===== src/rtl/can_pkg.sv =====
`default_nettype none
// ============================================================================
//  Module   : can_pkg
//  Purpose  : Shared types and constants for the CAN 2.0A receive sequencer:
//             field/state codes, fixed field lengths, CRC-15 polynomial,
//             error codes and a single-bit CRC-15 update helper.
//  Revision : 1.0  initial release
// ============================================================================
package can_pkg;

   // Field the receiver is currently expecting; also exported as the state code
   typedef enum logic [3:0] {
      WAIT_IDLE = 4'd0,
      IDLE      = 4'd1,
      ID        = 4'd2,
      RTR       = 4'd3,
      IDE       = 4'd4,
      R0        = 4'd5,
      DLC       = 4'd6,
      DATA      = 4'd7,
      CRC       = 4'd8,
      CRC_DEL   = 4'd9,
      ACK       = 4'd10,
      ACK_DEL   = 4'd11,
      EOF       = 4'd12,
      IFS       = 4'd13
   } field_t;

   // Fixed field lengths in bits
   localparam int LEN_ID  = 11;
   localparam int LEN_DLC = 4;
   localparam int LEN_CRC = 15;
   localparam int LEN_EOF = 7;
   localparam int LEN_IFS = 3;

   localparam logic [14:0] CRC15_POLY = 15'h4599;

   // Error codes reported with the err pulse
   localparam logic [2:0] ERR_NONE  = 3'd0;
   localparam logic [2:0] ERR_STUFF = 3'd1;
   localparam logic [2:0] ERR_FORM  = 3'd2;
   localparam logic [2:0] ERR_CRC   = 3'd3;
   localparam logic [2:0] ERR_EXT   = 3'd4;

   // One CRC-15 step: feedback is the incoming bit XOR the register MSB
   function automatic logic [14:0] crc15_step(input logic [14:0] crc, input logic b);
      logic fb;
      fb = b ^ crc[14];
      return {crc[13:0], 1'b0} ^ (fb ? CRC15_POLY : 15'h0000);
   endfunction

endpackage
`default_nettype wire


===== src/rtl/can_crc15.sv =====
`default_nettype none
// ============================================================================
//  Module   : can_crc15
//  Purpose  : CRC-15 (CAN) accumulation register, one bit per shift_en.
//             clr has priority over shift_en.
//  Revision : 1.0  initial release
// ============================================================================
module can_crc15
   import can_pkg::*;
(
   input  logic        clkin,
   input  logic        rst,
   input  logic        clr,
   input  logic        shift_en,
   input  logic        bit_in,
   output logic [14:0] crc
);

   logic [14:0] r_crc;

   // Clear on reset/SOF, otherwise fold in one destuffed bit per enable
   always_ff @(posedge clkin) begin
      if (rst || clr) begin
         r_crc <= 15'h0000;
      end else if (shift_en) begin
         r_crc <= crc15_step(r_crc, bit_in);
      end
   end

   assign crc = r_crc;

endmodule
`default_nettype wire


===== src/rtl/can_frame_sequencer.sv =====
`default_nettype none
// ============================================================================
//  Module   : can_frame_sequencer
//  Purpose  : Receive-side CAN 2.0A base-frame field sequencer. Walks the
//             frame field by field, gates the unstuffer, extracts the
//             frame contents, checks CRC-15 and form, and reports completion
//             or abort.
//  Revision : 1.0  initial release
// ============================================================================
module can_frame_sequencer
   import can_pkg::*;
#(
   parameter int IDLE_BITS = 11,
   parameter int MAX_BYTES = 8
) (
   input  logic        clkin,
   input  logic        rst,
   input  logic        bit_valid,
   input  logic        bit_in,
   input  logic        stuff_err,
   output logic        unstuff_en,
   output logic [3:0]  field,
   output logic [10:0] frame_id,
   output logic        frame_rtr,
   output logic [3:0]  frame_dlc,
   output logic [7:0]  data_byte,
   output logic        data_valid,
   output logic [14:0] crc_rx,
   output logic        ack_seen,
   output logic        frame_ok,
   output logic        err,
   output logic [2:0]  err_code,
   output logic        bus_idle
);

   localparam logic [6:0] c_IDLE_LAST = 7'(IDLE_BITS - 1);
   localparam logic [6:0] c_ID_LAST   = 7'(LEN_ID - 1);
   localparam logic [6:0] c_DLC_LAST  = 7'(LEN_DLC - 1);
   localparam logic [6:0] c_CRC_LAST  = 7'(LEN_CRC - 1);
   localparam logic [6:0] c_EOF_LAST  = 7'(LEN_EOF - 1);
   localparam logic [6:0] c_IFS_LAST  = 7'(LEN_IFS - 1);
   localparam logic [3:0] c_MAX_BYTES = 4'(MAX_BYTES);

   field_t      r_field;
   logic [6:0]  r_bit_cnt;
   logic [6:0]  r_data_bits;
   logic        r_unstuff_en;
   logic [10:0] r_id;
   logic        r_rtr;
   logic [3:0]  r_dlc;
   logic [6:0]  r_shift;
   logic [7:0]  r_data_byte;
   logic        r_data_valid;
   logic [14:0] r_crc_rx;
   logic        r_ack_seen;
   logic        r_frame_ok;
   logic        r_err;
   logic [2:0]  r_err_code;
   logic        r_bus_idle;

   logic [14:0] w_crc;
   logic        w_stuff_hit;
   logic        w_crc_clr;
   logic        w_crc_shift;
   logic        w_err_hit;
   logic [2:0]  w_err_sel;
   logic [3:0]  w_dlc_shift;
   logic [3:0]  w_bytes;
   logic [6:0]  w_data_bits;

   // A stuff violation only counts while the unstuffer is enabled
   assign w_stuff_hit = bit_valid && r_unstuff_en && stuff_err;

   // SOF clears the CRC; SOF itself is a 0 into a zero register, so no shift needed
   assign w_crc_clr   = bit_valid && (r_field == IDLE) && !bit_in;
   assign w_crc_shift = bit_valid && !w_stuff_hit &&
                        (r_field inside {ID, RTR, IDE, R0, DLC, DATA});

   // Payload length decided on the last DLC bit; RTR frames carry no data
   assign w_dlc_shift = {r_dlc[2:0], bit_in};
   assign w_bytes     = r_rtr ? 4'd0 :
                        ((w_dlc_shift > c_MAX_BYTES) ? c_MAX_BYTES : w_dlc_shift);
   assign w_data_bits = {w_bytes, 3'b000};

   can_crc15 u_crc (
      .clkin    (clkin),
      .rst      (rst),
      .clr      (w_crc_clr),
      .shift_en (w_crc_shift),
      .bit_in   (bit_in),
      .crc      (w_crc)
   );

   // Error detection for the bit currently offered; stuff errors take precedence
   always_comb begin
      w_err_hit = 1'b0;
      w_err_sel = ERR_NONE;
      if (w_stuff_hit) begin
         w_err_hit = 1'b1;
         w_err_sel = ERR_STUFF;
      end else if (bit_valid) begin
         case (r_field)
            IDE: begin
               if (bit_in) begin
                  w_err_hit = 1'b1;
                  w_err_sel = ERR_EXT;
               end
            end
            CRC_DEL: begin
               if (!bit_in) begin
                  w_err_hit = 1'b1;
                  w_err_sel = ERR_FORM;
               end else if (r_crc_rx != w_crc) begin
                  w_err_hit = 1'b1;
                  w_err_sel = ERR_CRC;
               end
            end
            ACK_DEL: begin
               if (!bit_in) begin
                  w_err_hit = 1'b1;
                  w_err_sel = ERR_FORM;
               end
            end
            EOF: begin
               // A dominant last EOF bit is an overload indication, not an error
               if (!bit_in && (r_bit_cnt != c_EOF_LAST)) begin
                  w_err_hit = 1'b1;
                  w_err_sel = ERR_FORM;
               end
            end
            default: ;
         endcase
      end
   end

   // Field sequencer: advances one step per valid bit, pulses clear every cycle
   always_ff @(posedge clkin) begin
      if (rst) begin
         r_field      <= WAIT_IDLE;
         r_bit_cnt    <= 7'd0;
         r_data_bits  <= 7'd0;
         r_unstuff_en <= 1'b0;
         r_id         <= 11'd0;
         r_rtr        <= 1'b0;
         r_dlc        <= 4'd0;
         r_shift      <= 7'd0;
         r_data_byte  <= 8'd0;
         r_data_valid <= 1'b0;
         r_crc_rx     <= 15'd0;
         r_ack_seen   <= 1'b0;
         r_frame_ok   <= 1'b0;
         r_err        <= 1'b0;
         r_err_code   <= ERR_NONE;
         r_bus_idle   <= 1'b0;
      end else begin
         r_data_valid <= 1'b0;
         r_frame_ok   <= 1'b0;
         r_err        <= 1'b0;
         if (bit_valid) begin
            if (w_err_hit) begin
               // Abort: partial fields stay as received, the offending bit is dropped
               r_err        <= 1'b1;
               r_err_code   <= w_err_sel;
               r_unstuff_en <= 1'b0;
               r_field      <= WAIT_IDLE;
               r_bit_cnt    <= 7'd0;
               r_bus_idle   <= 1'b0;
            end else begin
               case (r_field)
                  WAIT_IDLE: begin
                     if (!bit_in) begin
                        r_bit_cnt <= 7'd0;
                     end else if (r_bit_cnt == c_IDLE_LAST) begin
                        r_bit_cnt  <= 7'd0;
                        r_field    <= IDLE;
                        r_bus_idle <= 1'b1;
                     end else begin
                        r_bit_cnt <= r_bit_cnt + 7'd1;
                     end
                  end
                  IDLE: begin
                     if (!bit_in) begin
                        r_field      <= ID;
                        r_bus_idle   <= 1'b0;
                        r_bit_cnt    <= 7'd0;
                        r_ack_seen   <= 1'b0;
                        r_err_code   <= ERR_NONE;
                        r_unstuff_en <= 1'b1;
                     end
                  end
                  ID: begin
                     r_id <= {r_id[9:0], bit_in};
                     if (r_bit_cnt == c_ID_LAST) begin
                        r_bit_cnt <= 7'd0;
                        r_field   <= RTR;
                     end else begin
                        r_bit_cnt <= r_bit_cnt + 7'd1;
                     end
                  end
                  RTR: begin
                     r_rtr   <= bit_in;
                     r_field <= IDE;
                  end
                  IDE: r_field <= R0;
                  R0: begin
                     r_bit_cnt <= 7'd0;
                     r_field   <= DLC;
                  end
                  DLC: begin
                     r_dlc <= w_dlc_shift;
                     if (r_bit_cnt == c_DLC_LAST) begin
                        r_bit_cnt   <= 7'd0;
                        r_data_bits <= w_data_bits;
                        r_field     <= (w_bytes == 4'd0) ? CRC : DATA;
                     end else begin
                        r_bit_cnt <= r_bit_cnt + 7'd1;
                     end
                  end
                  DATA: begin
                     r_shift <= {r_shift[5:0], bit_in};
                     if (r_bit_cnt[2:0] == 3'd7) begin
                        r_data_byte  <= {r_shift, bit_in};
                        r_data_valid <= 1'b1;
                     end
                     if (r_bit_cnt == r_data_bits - 7'd1) begin
                        r_bit_cnt <= 7'd0;
                        r_field   <= CRC;
                     end else begin
                        r_bit_cnt <= r_bit_cnt + 7'd1;
                     end
                  end
                  CRC: begin
                     r_crc_rx <= {r_crc_rx[13:0], bit_in};
                     if (r_bit_cnt == c_CRC_LAST) begin
                        r_bit_cnt    <= 7'd0;
                        r_unstuff_en <= 1'b0;
                        r_field      <= CRC_DEL;
                     end else begin
                        r_bit_cnt <= r_bit_cnt + 7'd1;
                     end
                  end
                  CRC_DEL: r_field <= ACK;
                  ACK: begin
                     if (!bit_in) begin
                        r_ack_seen <= 1'b1;
                     end
                     r_field <= ACK_DEL;
                  end
                  ACK_DEL: begin
                     r_bit_cnt <= 7'd0;
                     r_field   <= EOF;
                  end
                  EOF: begin
                     if (r_bit_cnt == c_EOF_LAST) begin
                        r_bit_cnt  <= 7'd0;
                        r_frame_ok <= 1'b1;
                        r_field    <= bit_in ? IFS : WAIT_IDLE;
                     end else begin
                        r_bit_cnt <= r_bit_cnt + 7'd1;
                     end
                  end
                  IFS: begin
                     if (!bit_in) begin
                        r_bit_cnt <= 7'd0;
                        r_field   <= WAIT_IDLE;
                     end else if (r_bit_cnt == c_IFS_LAST) begin
                        r_bit_cnt  <= 7'd0;
                        r_field    <= IDLE;
                        r_bus_idle <= 1'b1;
                     end else begin
                        r_bit_cnt <= r_bit_cnt + 7'd1;
                     end
                  end
                  default: begin
                     r_bit_cnt <= 7'd0;
                     r_field   <= WAIT_IDLE;
                  end
               endcase
            end
         end
      end
   end

   assign unstuff_en = r_unstuff_en;
   assign field      = r_field;
   assign frame_id   = r_id;
   assign frame_rtr  = r_rtr;
   assign frame_dlc  = r_dlc;
   assign data_byte  = r_data_byte;
   assign data_valid = r_data_valid;
   assign crc_rx     = r_crc_rx;
   assign ack_seen   = r_ack_seen;
   assign frame_ok   = r_frame_ok;
   assign err        = r_err;
   assign err_code   = r_err_code;
   assign bus_idle   = r_bus_idle;

endmodule
`default_nettype wire


===== config.mk =====
export PLATFORM = sky130hd
export DESIGN_NAME = can_frame_sequencer
export DESIGN_NICKNAME = d
export VERILOG_FILES = /design/src/rtl/can_pkg.sv /design/src/rtl/can_crc15.sv /design/src/rtl/can_frame_sequencer.sv
export SDC_FILE = /design/constraint.sdc
export NUM_CORES = 1
export LEC_CHECK = 0
export ABC_AREA = 1
export CAP_MARGIN = 0
export CORE_MARGIN = 4
export CORE_UTILIZATION = 55
export DETAILED_ROUTE_END_ITERATION = 8
export PLACE_DENSITY = 0.8
export RECOVER_POWER = 25
export SLEW_MARGIN = 10
export SYNTH_ARGS = -nofsm -noshare
export SYNTH_HDL_FRONTEND = slang
export SYNTH_SLANG_ARGS = --single-unit

===== constraint.sdc =====
create_clock -name clkin -period 2.9 [get_ports clkin]
set_clock_uncertainty 0.2 [all_clocks]
set_input_delay 0.58 -clock clkin [delete_from_list [all_inputs] [get_ports clkin]]
set_output_delay 0.58 -clock clkin [all_outputs]
set_load 0.02 [all_outputs]

After elaboration in Yosys (flattened, before gate mapping)
Cells that the tools add are included.

Flip-flop bits (word level): 85. Input bits: 5. Output and inout port bits: 52. Word-level logic and storage cells: 158.

$add $sub $neg: 2. Magnitude comparators: 1. Eq/ne operators: 37. Mux-type cells: 61. Bitwise gates (word level): 6. Reductions and logical operators: 34.

Operator list (count): 2-to-1 mux 7 bit (10); one-hot mux 7 bit (9 select lines) (1); 2-to-1 mux 4 bit (15); one-hot mux 4 bit (14 select lines) (1); equality test 4 bit, second input constant (6); != test 3 bit, second input constant (7); AND reduction 3 bit (7); 2-to-1 mux 1 bit (19); equality test 4 x 3 -> 1 bit, second input constant (4); 2-to-1 mux 15 bit (1); 2-to-1 mux 3 bit (5); != test 15 bit (1); bitwise XOR 15 bit (1); equality test 7 x 2 -> 1 bit, second input constant (2); equality test 7 x 4 -> 1 bit, second input constant (2); one-hot mux 3 bit (4 select lines) (1); AND reduction 4 bit (3); OR reduction 4 bit (3); AND reduction 10 bit (1); != test 3 x 2 -> 1 bit, second input constant (3); equality test 4 x 2 -> 1 bit, second input constant (2); zero test 4 bit (2); 2-to-1 mux 2 bit (4); adder 7 x 1 -> 7 bit, second input constant (1); 25 further kinds (39).

Logic depth before layout (Yosys ltp)
Gate-level depths: netlist (run 1).

Depth in word-level cells: 8. Mapped depth: 15. Gate-level depth less buffers: 14.

By module
From an unflattened synthesis (run 1), not the netlist that was laid out.

Cell total of the unflattened synthesis: 636. Area, all modules: 4257.8 um^2.

Modules (own cells, without submodules): can_frame_sequencer (instances 1, cells an instance 543, area an instance 3568.4 um^2, sequential area each 1401.3 um^2); can_crc15 (instances 1, cells an instance 93, area an instance 689.4 um^2, sequential area each 300.3 um^2).

Worst setup path before layout (run 1)
No wires, ideal clock.

Path kind: reg2reg. Start point: register r_bit_cnt[0]. End point: register r_crc_rx[1], in the netlist crc_rx[1]. Library setup time: 116 ps. Data arrival time: 1759 ps. Data required time: 2584 ps. Slack: 826 ps. Stages on the path, launching flop included: 14. Buffers on the path: 1. Period minus slack after synthesis: 2074 ps. Path through: dfxtp_1 > inv_1 > ha_1 > nand3_1 > or2_1 > nand2_2 > o21ai_2 > nand2_2 > nand4_4 > inv_4 > nand2_4 > clkbuf_2 > o21ai_0 > nor2_1.

Word-level cells in the longest chain between the ends: 8.

Ends and longest elaborated chain: from (decl) (line can_frame_sequencer.sv:45) `logic [6:0] r_bit_cnt;`; from (signal assigned) (line can_frame_sequencer.sv:178) `r_bit_cnt <= r_bit_cnt + 7'd1;`; from (signal assigned) (line can_frame_sequencer.sv:197) `r_bit_cnt <= r_bit_cnt + 7'd1;`; from (signal assigned) (line can_frame_sequencer.sv:216) `r_bit_cnt <= r_bit_cnt + 7'd1;`; != test 7 x 3 -> 1 bit (line can_frame_sequencer.sv:126) `if (!bit_in && (r_bit_cnt != c_EOF_LAST)) begin`; logical AND 1 bit (line can_frame_sequencer.sv:126); 2-to-1 mux 1 bit (line can_frame_sequencer.sv:126); one-hot mux 1 bit (4 select lines) (line can_frame_sequencer.sv:102) `case (r_field)`; 2-to-1 mux 1 bit (line can_frame_sequencer.sv:101) `end else if (bit_valid) begin`; 2-to-1 mux 1 bit (line can_frame_sequencer.sv:98) `if (w_stuff_hit) begin`; NOT 1 bit (no source line); AND reduction 3 bit (no source line); to (signal assigned) (line can_frame_sequencer.sv:233) `r_crc_rx <= {r_crc_rx[13:0], bit_in};`; to (decl) (line can_frame_sequencer.sv:54) `logic [14:0] r_crc_rx;`.

No other way between the ends. A chain may end at the register's enable or synchronous reset.

Worst setup path in the final report (run 1)
Start point: register r_bit_cnt[0]. End point: register r_bit_cnt[0].

Word-level cells in the longest chain between the ends: 8. Elaborated cells on any way between the ends: 26. Those cells by class: add/sub (1); eq/ne (9); mux (14); reduce/logical (2).

Ends and longest elaborated chain (line): != test 7 x 3 -> 1 bit (can_frame_sequencer.sv:126); logical AND 1 bit (can_frame_sequencer.sv:126); 2-to-1 mux 1 bit (can_frame_sequencer.sv:126); one-hot mux 1 bit (4 select lines) (can_frame_sequencer.sv:102); 2-to-1 mux 1 bit (can_frame_sequencer.sv:101); 2-to-1 mux 1 bit (can_frame_sequencer.sv:98); != test 3 bit (no source line) or != test 2 x 1 -> 1 bit (tied branches); AND reduction 3 bit (no source line).

Parallel ways exist; a longest one is shown, timed or not.

==> reports/summary.txt, run 1 <==
YOSYS
---------------------------------------------------------------------------------
Dominant cell type by area after synthesis ......................... sky130_fd_sc_hd__dfxtp_1
Most used flip-flop cell after synthesis ........................... sky130_fd_sc_hd__dfxtp_1
Seq/Total Area, Yosys ..............................................       41.24%
Post-Synthesis Cells ...............................................          622
Share of async-settable or async-resettable flops after synthesis ..           0%
Yosys warning count ................................................            0
Post-synthesis instance area ....................................... 0.004126 mm^2
Dominant cell by count in the synthesized netlist .................. sky130_fd_sc_hd__nand2_1
Number of synthesized flops with an enable pin .....................            0
Average instance area after synthesis ..............................   6.634 um^2
Synth cell count leaders ........................................... sky130_fd_sc_hd__nand2_1, sky130_fd_sc_hd__nor2_1, sky130_fd_sc_hd__dfxtp_1, sky130_fd_sc_hd__inv_1, sky130_fd_sc_hd__o21ai_0
Count of unique library cells instantiated by Yosys ................           33
Area share of the leading cell type in the synthesized netlist .....       41.24%
Flip-flop and latch count after synthesis ..........................           85
Area contributors post-synth ....................................... sky130_fd_sc_hd__dfxtp_1, sky130_fd_sc_hd__nand2_1, sky130_fd_sc_hd__nor2_1
Net count after synthesis ..........................................          631

POWER AND IR DROP
---------------------------------------------------------------------------------
Cell-internal power ................................................   0.001607 W
Proportion of power drawn by flip-flops and latches ................        55.2%
Share of power burned in combinational logic .......................         4.0%
Clock network fraction of total power ..............................        40.8%
P_leak .............................................................     2.169 nW
Power Density ...................................................... 421.8 mW/mm^2
Worst VDD drop .....................................................    0.3493 mV
Reported net switching power .......................................  0.0005178 W
Fraction of power spent switching nets .............................       24.37%

FLOORPLAN
---------------------------------------------------------------------------------
Top-level I/O count ................................................           57
Die span in x ......................................................     94.62 um
Total die area ..................................................... 0.008952 mm^2
Die height .........................................................     94.62 um
Area of the core ................................................... 0.007253 mm^2
Initial core utilization ...........................................       56.89%
Number of core rows ................................................           31

CTS
---------------------------------------------------------------------------------
Setup fix buffers added after clock tree synthesis .................            0
Total of cells resized after clock tree synthesis ..................            0
Clock net sink count ...............................................           85
Count of hold-fix buffers inserted at cts ..........................            0
Cts bufs inserted ..................................................            9
Maximum buffer depth of the clock tree .............................            2
CTS tree ...........................................................         done
Register clock-pin slew on the reported worst setup and hold paths .      0.09 ns
Source-to-sink clock delay at the later pin of the worst-skew pair .      0.36 ns
Root Buffer Master ................................................. sky130_fd_sc_hd__clkbuf_8
Max H-tree Level ...................................................            3

SETUP PATH
---------------------------------------------------------------------------------
Worst path arrival time ............................................      2.64 ns
Crit path cell chain ............................................... inv_1 > ha_1 > nand3_1 > or2_0 > nand2_2 > o21ai_2 > nand2_2 > nand3_1 > nand2_1 > buf_4 > nand3_1 > a21oi_1
Crit Reg-Reg Startpoint ............................................ r_bit_cnt[0]
Endpoint kind of the worst setup timing path .......................         flop
Minimum setup slack among reg-to-reg paths .........................      0.35 ns
Worst Path Required ................................................      2.99 ns
Category of the critical setup timing path ......................... flop to flop
Cell with the largest stage delay on the worst path ................ sky130_fd_sc_hd__dfxtp_1
Depth of the worst register-to-register path .......................           12
Critical Path Most Common Cell ..................................... sky130_fd_sc_hd__nand3_1
Critical Path Fanout Max ...........................................           14
Critical Path Max Stage Delay ......................................      0.36 ns
Reg-to-reg endpoint ................................................ r_bit_cnt[0]
Startpoint types ...................................................         flop

LAYOUT
---------------------------------------------------------------------------------
Area used by multi-input combinational logic ....................... 0.002058 mm^2
Final non-filler cell area ......................................... 0.005036 mm^2
Flip-flop and latch area ........................................... 0.001702 mm^2
Filler cell count ..................................................          625
Inserted Diodes ....................................................            0
Area added between synthesis and finish ............................       22.04%
Share of cells above drive strength 1 ..............................       6.386%
Util after Layout ..................................................       69.43%
Final net count ....................................................          693
Final standard cell count with taps included and fillers excluded ..          788

GLOBAL ROUTE
---------------------------------------------------------------------------------
GRT Total Usage ....................................................       23.59%
Vias in the first global route .....................................         3828
Global-route congestion overflow total .............................            0
Largest net degree at the start of global routing ..................           36
Initial antenna violation count ....................................            0
Global-route wire length before repair .............................     17030 um

PLACE
---------------------------------------------------------------------------------
Area after detailed placement ...................................... 0.004827 mm^2
Port-buffer cells ..................................................           56
Final Wtd Congestion ...............................................       0.9325
Cells after DPL ....................................................          772
Placed wire-length estimate ........................................      7496 um

ROUTE
---------------------------------------------------------------------------------
Antenna violation net count after detailed routing .................            0
Avg WL per Cell ....................................................     12.92 um
Total wirelength of the detailed-routed design .....................     10180 um
Detailed-route vias per instance ...................................        5.277
Detailed-route DRC error count .....................................            0
Routed via count ...................................................         4158
Initial DRC count ..................................................          350
Length of the first detailed-routing pass in iterations ............            5

TIMING
---------------------------------------------------------------------------------
Achievable frequency ...............................................    392.4 MHz
Normalized max-slew margin .........................................       71.91%
Total Negative Setup Slacks ........................................         0 ns
Final Hold Vio Count ...............................................            0
Post-Route Hold Slack ..............................................    0.2443 ns
Final setup viols ..................................................            0
RSZ-0062 raised after global routing ...............................        false
Fin crit period ....................................................     2.548 ns
Count of final max-slew check failures .............................            0
Fraction of the cycle the final worst path needs ...................       87.87%
Pin slew with the least headroom to its limit ......................    0.4203 ns

FLOW RUN
---------------------------------------------------------------------------------
Maximum Capacitance Violations .....................................            0

OUTCOME
---------------------------------------------------------------------------------
Run status .........................................................    completed

HOLD PATH
---------------------------------------------------------------------------------
Hold Crit Endpoint .................................................     bus_idle
Type of the most critical hold path ................................ flop to flop
Hold Startpoint ....................................................     bus_idle
Hold Path Stages ...................................................            2

stage by stage:
stage,power [W],worst slack (ns)
3_3_place_gp,0.001282,0.4148
3_5_place_dp,0.001284,0.3532
2_1_floorplan,0.001253,0.8256
5_1_grt,0.002191,0.1342
4_1_cts,0.002140,0.3873
6_report,0.002124,0.3517
metal layers:
metal / wire [um] / vias up / global-route usage [%] / share of wire, %
met5: 0 / - / 0 / 0
li1: - / 2114 / - / -
met4: 188 / 0 / 8.413 / 1.8
met2: 4750 / 163 / 38.70 / 47
met1: 4531 / 1862 / 31.35 / 45
met3: 711 / 19 / 3.825 / 7.0
power groups by stage:
stage / Clock (W) / Combinational, W / Sequential, W
final: 0.000867 / 0.0000849 / 0.00117
after global routing: 0.000923 / 0.0000936 / 0.00117
after CTS: 0.000882 / 0.0000844 / 0.00117
after detailed placement: 0 / 0.0000837 / 0.00120
after global placement: 0 / 0.0000822 / 0.00120
after floorplan: 0 / 0.0000539 / 0.00120
cell usage in the layout (no fill, tap or decap), drive strengths merged, types with 2 or more instances in the layout:
master / count
nand2: 154
nor2: 105
dfxtp: 85
inv: 72
o21ai: 60
a21oi: 45
nand3: 40
dlygate4sd3: 30
clkdlybuf4s50: 26
buf: 14
xor2: 11
nand4: 11
clkbuf: 9
clkinv: 6
ha: 4
nor3: 4
xnor2: 3
o22ai: 2
o211ai: 2
or2: 2
kinds of logic (layout without fill, tap and decap cells):
group	Yosys count	in the layout	share of synthesized area (%)
compound gates	111	111	13.92
xor+xnor	14	14	2.972
fa+ha+maj	4	4	1.213
buf+inv	92	159	9.005
flops	85	85	41.24
simple gates	316	316	31.66
cell type report:
| cell class | instances | area share, % |
|---|---|---|
| Clock inverter | 7 | 1.689 |
| Sequential cell | 85 | 33.79 |
| Multi-Input combinational cell | 445 | 40.87 |
| Timing Repair Buffer | 70 | 13.22 |
| Clock buffer | 9 | 2.460 |
| Tap cell | 99 | 2.460 |
| Inverter | 73 | 5.516 |
worst max-delay path, delay by kind of cell, from the launching register on:
kind,cells,cell delay [ns]
simple gates,7,1.17
flops,1,0.36
fa+ha+maj,1,0.21
compound gates,2,0.21
buf+inv,2,0.34
sequential cells by signal, summed over array words and instances, names as in the netlist:
register / flops
crc_rx: 15
u_crc.crc: 15
frame_id: 11
data_byte: 8
r_bit_cnt: 7
r_shift: 7
field: 4
frame_dlc: 4
r_data_bits: 4
err_code: 3
ack_seen: 1
bus_idle: 1
data_valid: 1
err: 1
frame_ok: 1
frame_rtr: 1
unstuff_en: 1
how the worst max path moves through the flow:
stage	startpoint	endpoint	depth (start not counted)
final	r_bit_cnt[0]	r_bit_cnt[0]	12
after global routing	r_bit_cnt[0]	err_code[2]	13
after CTS	r_bit_cnt[0]	r_bit_cnt[3]	12
after detailed placement	bit_in	r_bit_cnt[3]	8
after global placement	bit_in	field[1]	9
after floorplan	r_bit_cnt[0]	crc_rx[1]	13
Power figures use the tool's default switching activity.
==> inputs of run 2 (changes only) <==
--- a/config.mk
+++ b/config.mk
@@ -8,9 +8,10 @@
 export ABC_AREA = 1
 export CAP_MARGIN = 0
 export CORE_MARGIN = 4
-export CORE_UTILIZATION = 55
+export CORE_UTILIZATION = 50
 export DETAILED_ROUTE_END_ITERATION = 8
-export PLACE_DENSITY = 0.8
+export DONT_BUFFER_PORTS = 1
+export PLACE_DENSITY = 0.68
 export RECOVER_POWER = 25
 export SLEW_MARGIN = 10
 export SYNTH_ARGS = -nofsm -noshare
==> reports/summary.txt, run 2 (same netlist as run 1, synthesis figures left out) <==
LAYOUT
---------------------------------------------------------------------------------
Most used cells in the layout excluding fill and tap cells ......... sky130_fd_sc_hd__nand2_1, sky130_fd_sc_hd__nor2_1, sky130_fd_sc_hd__dfxtp_1
Inserted Diodes ....................................................            0
Area used by multi-input combinational logic ....................... 0.002058 mm^2
Area added between synthesis and finish ............................       8.156%
Most common cell after layout, fill and taps aside ................. sky130_fd_sc_hd__nand2_1
Flip-flop and latch area ........................................... 0.001702 mm^2
Share of cells above drive strength 1 ..............................       6.508%
Final non-filler cell area ......................................... 0.004463 mm^2
Final net count ....................................................          634
Filler cell count ..................................................          766
Final standard cell count with taps included and fillers excluded ..          732

TIMING
---------------------------------------------------------------------------------
Fraction of the cycle the final worst path needs ...................       86.88%
Total Negative Setup Slacks ........................................         0 ns
RSZ-0062 raised after global routing ...............................        false
Count of final max-slew check failures .............................            0
Final Hold Vio Count ...............................................            0
Achievable frequency ...............................................    396.9 MHz
Final setup viols ..................................................            0
Fin crit period ....................................................     2.519 ns
Post-Route Hold Slack ..............................................   0.06610 ns
Pin slew with the least headroom to its limit ......................    0.7724 ns
Crit path setup slack, layout ......................................    0.3806 ns
Normalized max-slew margin .........................................       48.33%

SETUP PATH
---------------------------------------------------------------------------------
Category of the critical setup timing path ......................... flop to flop
Worst path arrival time ............................................      2.62 ns
Depth of the worst register-to-register path .......................           11
Critical Path Most Common Cell ..................................... sky130_fd_sc_hd__nand2_1
Crit Reg-Reg Startpoint ............................................     field[3]
Crit path cell chain ............................................... nand2_1 > nor2_1 > nand2_2 > o21ai_2 > nand2_2 > nand3_1 > nand2_1 > buf_4 > nand2_1 > nand3_1 > a21oi_1
Critical Path Max Stage Delay ......................................      0.62 ns
Endpoint kind of the worst setup timing path .......................         flop
Minimum setup slack among reg-to-reg paths .........................      0.38 ns
Cell with the largest stage delay on the worst path ................ sky130_fd_sc_hd__dfxtp_1
Startpoint types ...................................................         flop
Reg-to-reg endpoint ................................................     field[3]
Capture point of the critical path .................................     field[3]
Critical Path Fanout Max ...........................................           11
Worst setup path startpoint ........................................     field[3]
Worst Path Required ................................................      3.00 ns

CTS
---------------------------------------------------------------------------------
Count of hold-fix buffers inserted at cts ..........................            0
CTS tree ...........................................................         done
Clock net sink count ...............................................           85
Total of cells resized after clock tree synthesis ..................            0
Maximum buffer depth of the clock tree .............................            2
Source-to-sink clock delay at the later pin of the worst-skew pair .      0.37 ns
Setup fix buffers added after clock tree synthesis .................            0
Root Buffer Master ................................................. sky130_fd_sc_hd__clkbuf_8
Cts bufs inserted ..................................................            9
Register clock-pin slew on the reported worst setup and hold paths .      0.11 ns
Max H-tree Level ...................................................            3

GLOBAL ROUTE
---------------------------------------------------------------------------------
Vias in the first global route .....................................         3601
Global-route wire length before repair .............................     17510 um
Global-route congestion overflow total .............................            0
Largest net degree at the start of global routing ..................           42
GRT Total Usage ....................................................       21.87%
Initial antenna violation count ....................................            0

PLACE
---------------------------------------------------------------------------------
Cells after DPL ....................................................          716
Placement Setup Slack ..............................................    0.3943 ns
Port-buffer cells ..................................................            0
Area after detailed placement ...................................... 0.004248 mm^2
Placed wire-length estimate ........................................      7658 um
Final Wtd Congestion ...............................................       0.9752

OUTCOME
---------------------------------------------------------------------------------
Run status .........................................................    completed

ROUTE
---------------------------------------------------------------------------------
Detailed-route DRC error count .....................................            0
Avg WL per Cell ....................................................     14.52 um
Antenna violation net count after detailed routing .................            0
Routed via count ...................................................         3951
Length of the first detailed-routing pass in iterations ............            6
Total wirelength of the detailed-routed design .....................     10630 um
Initial DRC count ..................................................          219
Detailed-route vias per instance ...................................        5.398

HOLD PATH
---------------------------------------------------------------------------------
Type of the most critical hold path ................................ input port to flop

FLOORPLAN
---------------------------------------------------------------------------------
Total die area ..................................................... 0.009770 mm^2
Initial core utilization ...........................................       52.32%
Top-level I/O count ................................................           57
Number of core rows ................................................           32
Die span in x ......................................................     98.85 um
Area of the core ................................................... 0.007888 mm^2
Die height .........................................................     98.85 um

FLOW RUN
---------------------------------------------------------------------------------
Maximum Capacitance Violations .....................................            0

POWER AND IR DROP
---------------------------------------------------------------------------------
Worst VDD drop .....................................................    0.3102 mV
Power Density ...................................................... 480.7 mW/mm^2
P_leak .............................................................     1.862 nW

## run 2: layout make-up
class	instances	area share, %
Tap cell	102	2.860
Multi-Input combinational cell	445	46.12
Clock buffer	9	2.775
Timing Repair Buffer	11	1.850
Clock inverter	7	2.047
Sequential cell	85	38.13
Inverter	73	6.224
## run 2: worst max-delay path: cells and delay by family, from the launching register on
kind                   cells  cell delay, ns
AOI/OAI and AO/OA          2            0.21
DFF                        1            0.62
and+or+nand+nor            8            1.15
buffers and inverters      1            0.25
## run 2: layer usage
layer | wire length, um | up-vias | part of all wire [%] | track usage, %
met3 | 965 | 18 | 9.1 | 6.511
li1 | - | 1997 | - | -
met2 | 4707 | 135 | 44 | 33.73
met5 | 0 | - | 0 | 0
met4 | 187 | 0 | 1.8 | 7.143
met1 | 4768 | 1801 | 45 | 29.31
## run 2: through the flow
step	power, W	util (%)
final	0.002145	56.58
after global routing	0.002212	56.58
after CTS	0.002157	56.58
after detailed placement	0.001262	53.85
after global placement	0.001260	53.85
after floorplan	0.001253	-
## run 2: worst min path at each step
stage / from / end / slack, ns / cells after the start
3_5_place_dp: r_shift[1] / data_byte[2] / 0.26 / 2
2_1_floorplan: r_shift[0] / data_byte[1] / 0.24 / 2
3_3_place_gp: r_shift[6] / r_shift[6] / 0.25 / 2
4_1_cts: rst / r_data_bits[5] / 0.06 / 1
5_1_grt: rst / frame_rtr / 0.05 / 1
6_report: rst / r_data_bits[5] / 0.07 / 1
## run 2: power by group
| group | internal [W] | switching, W |
|---|---|---|
| Sequential | 0.00117 | 0.00000473 |
| Combinational | 0.0000178 | 0.0000446 |
| Clock | 0.000421 | 0.000488 |
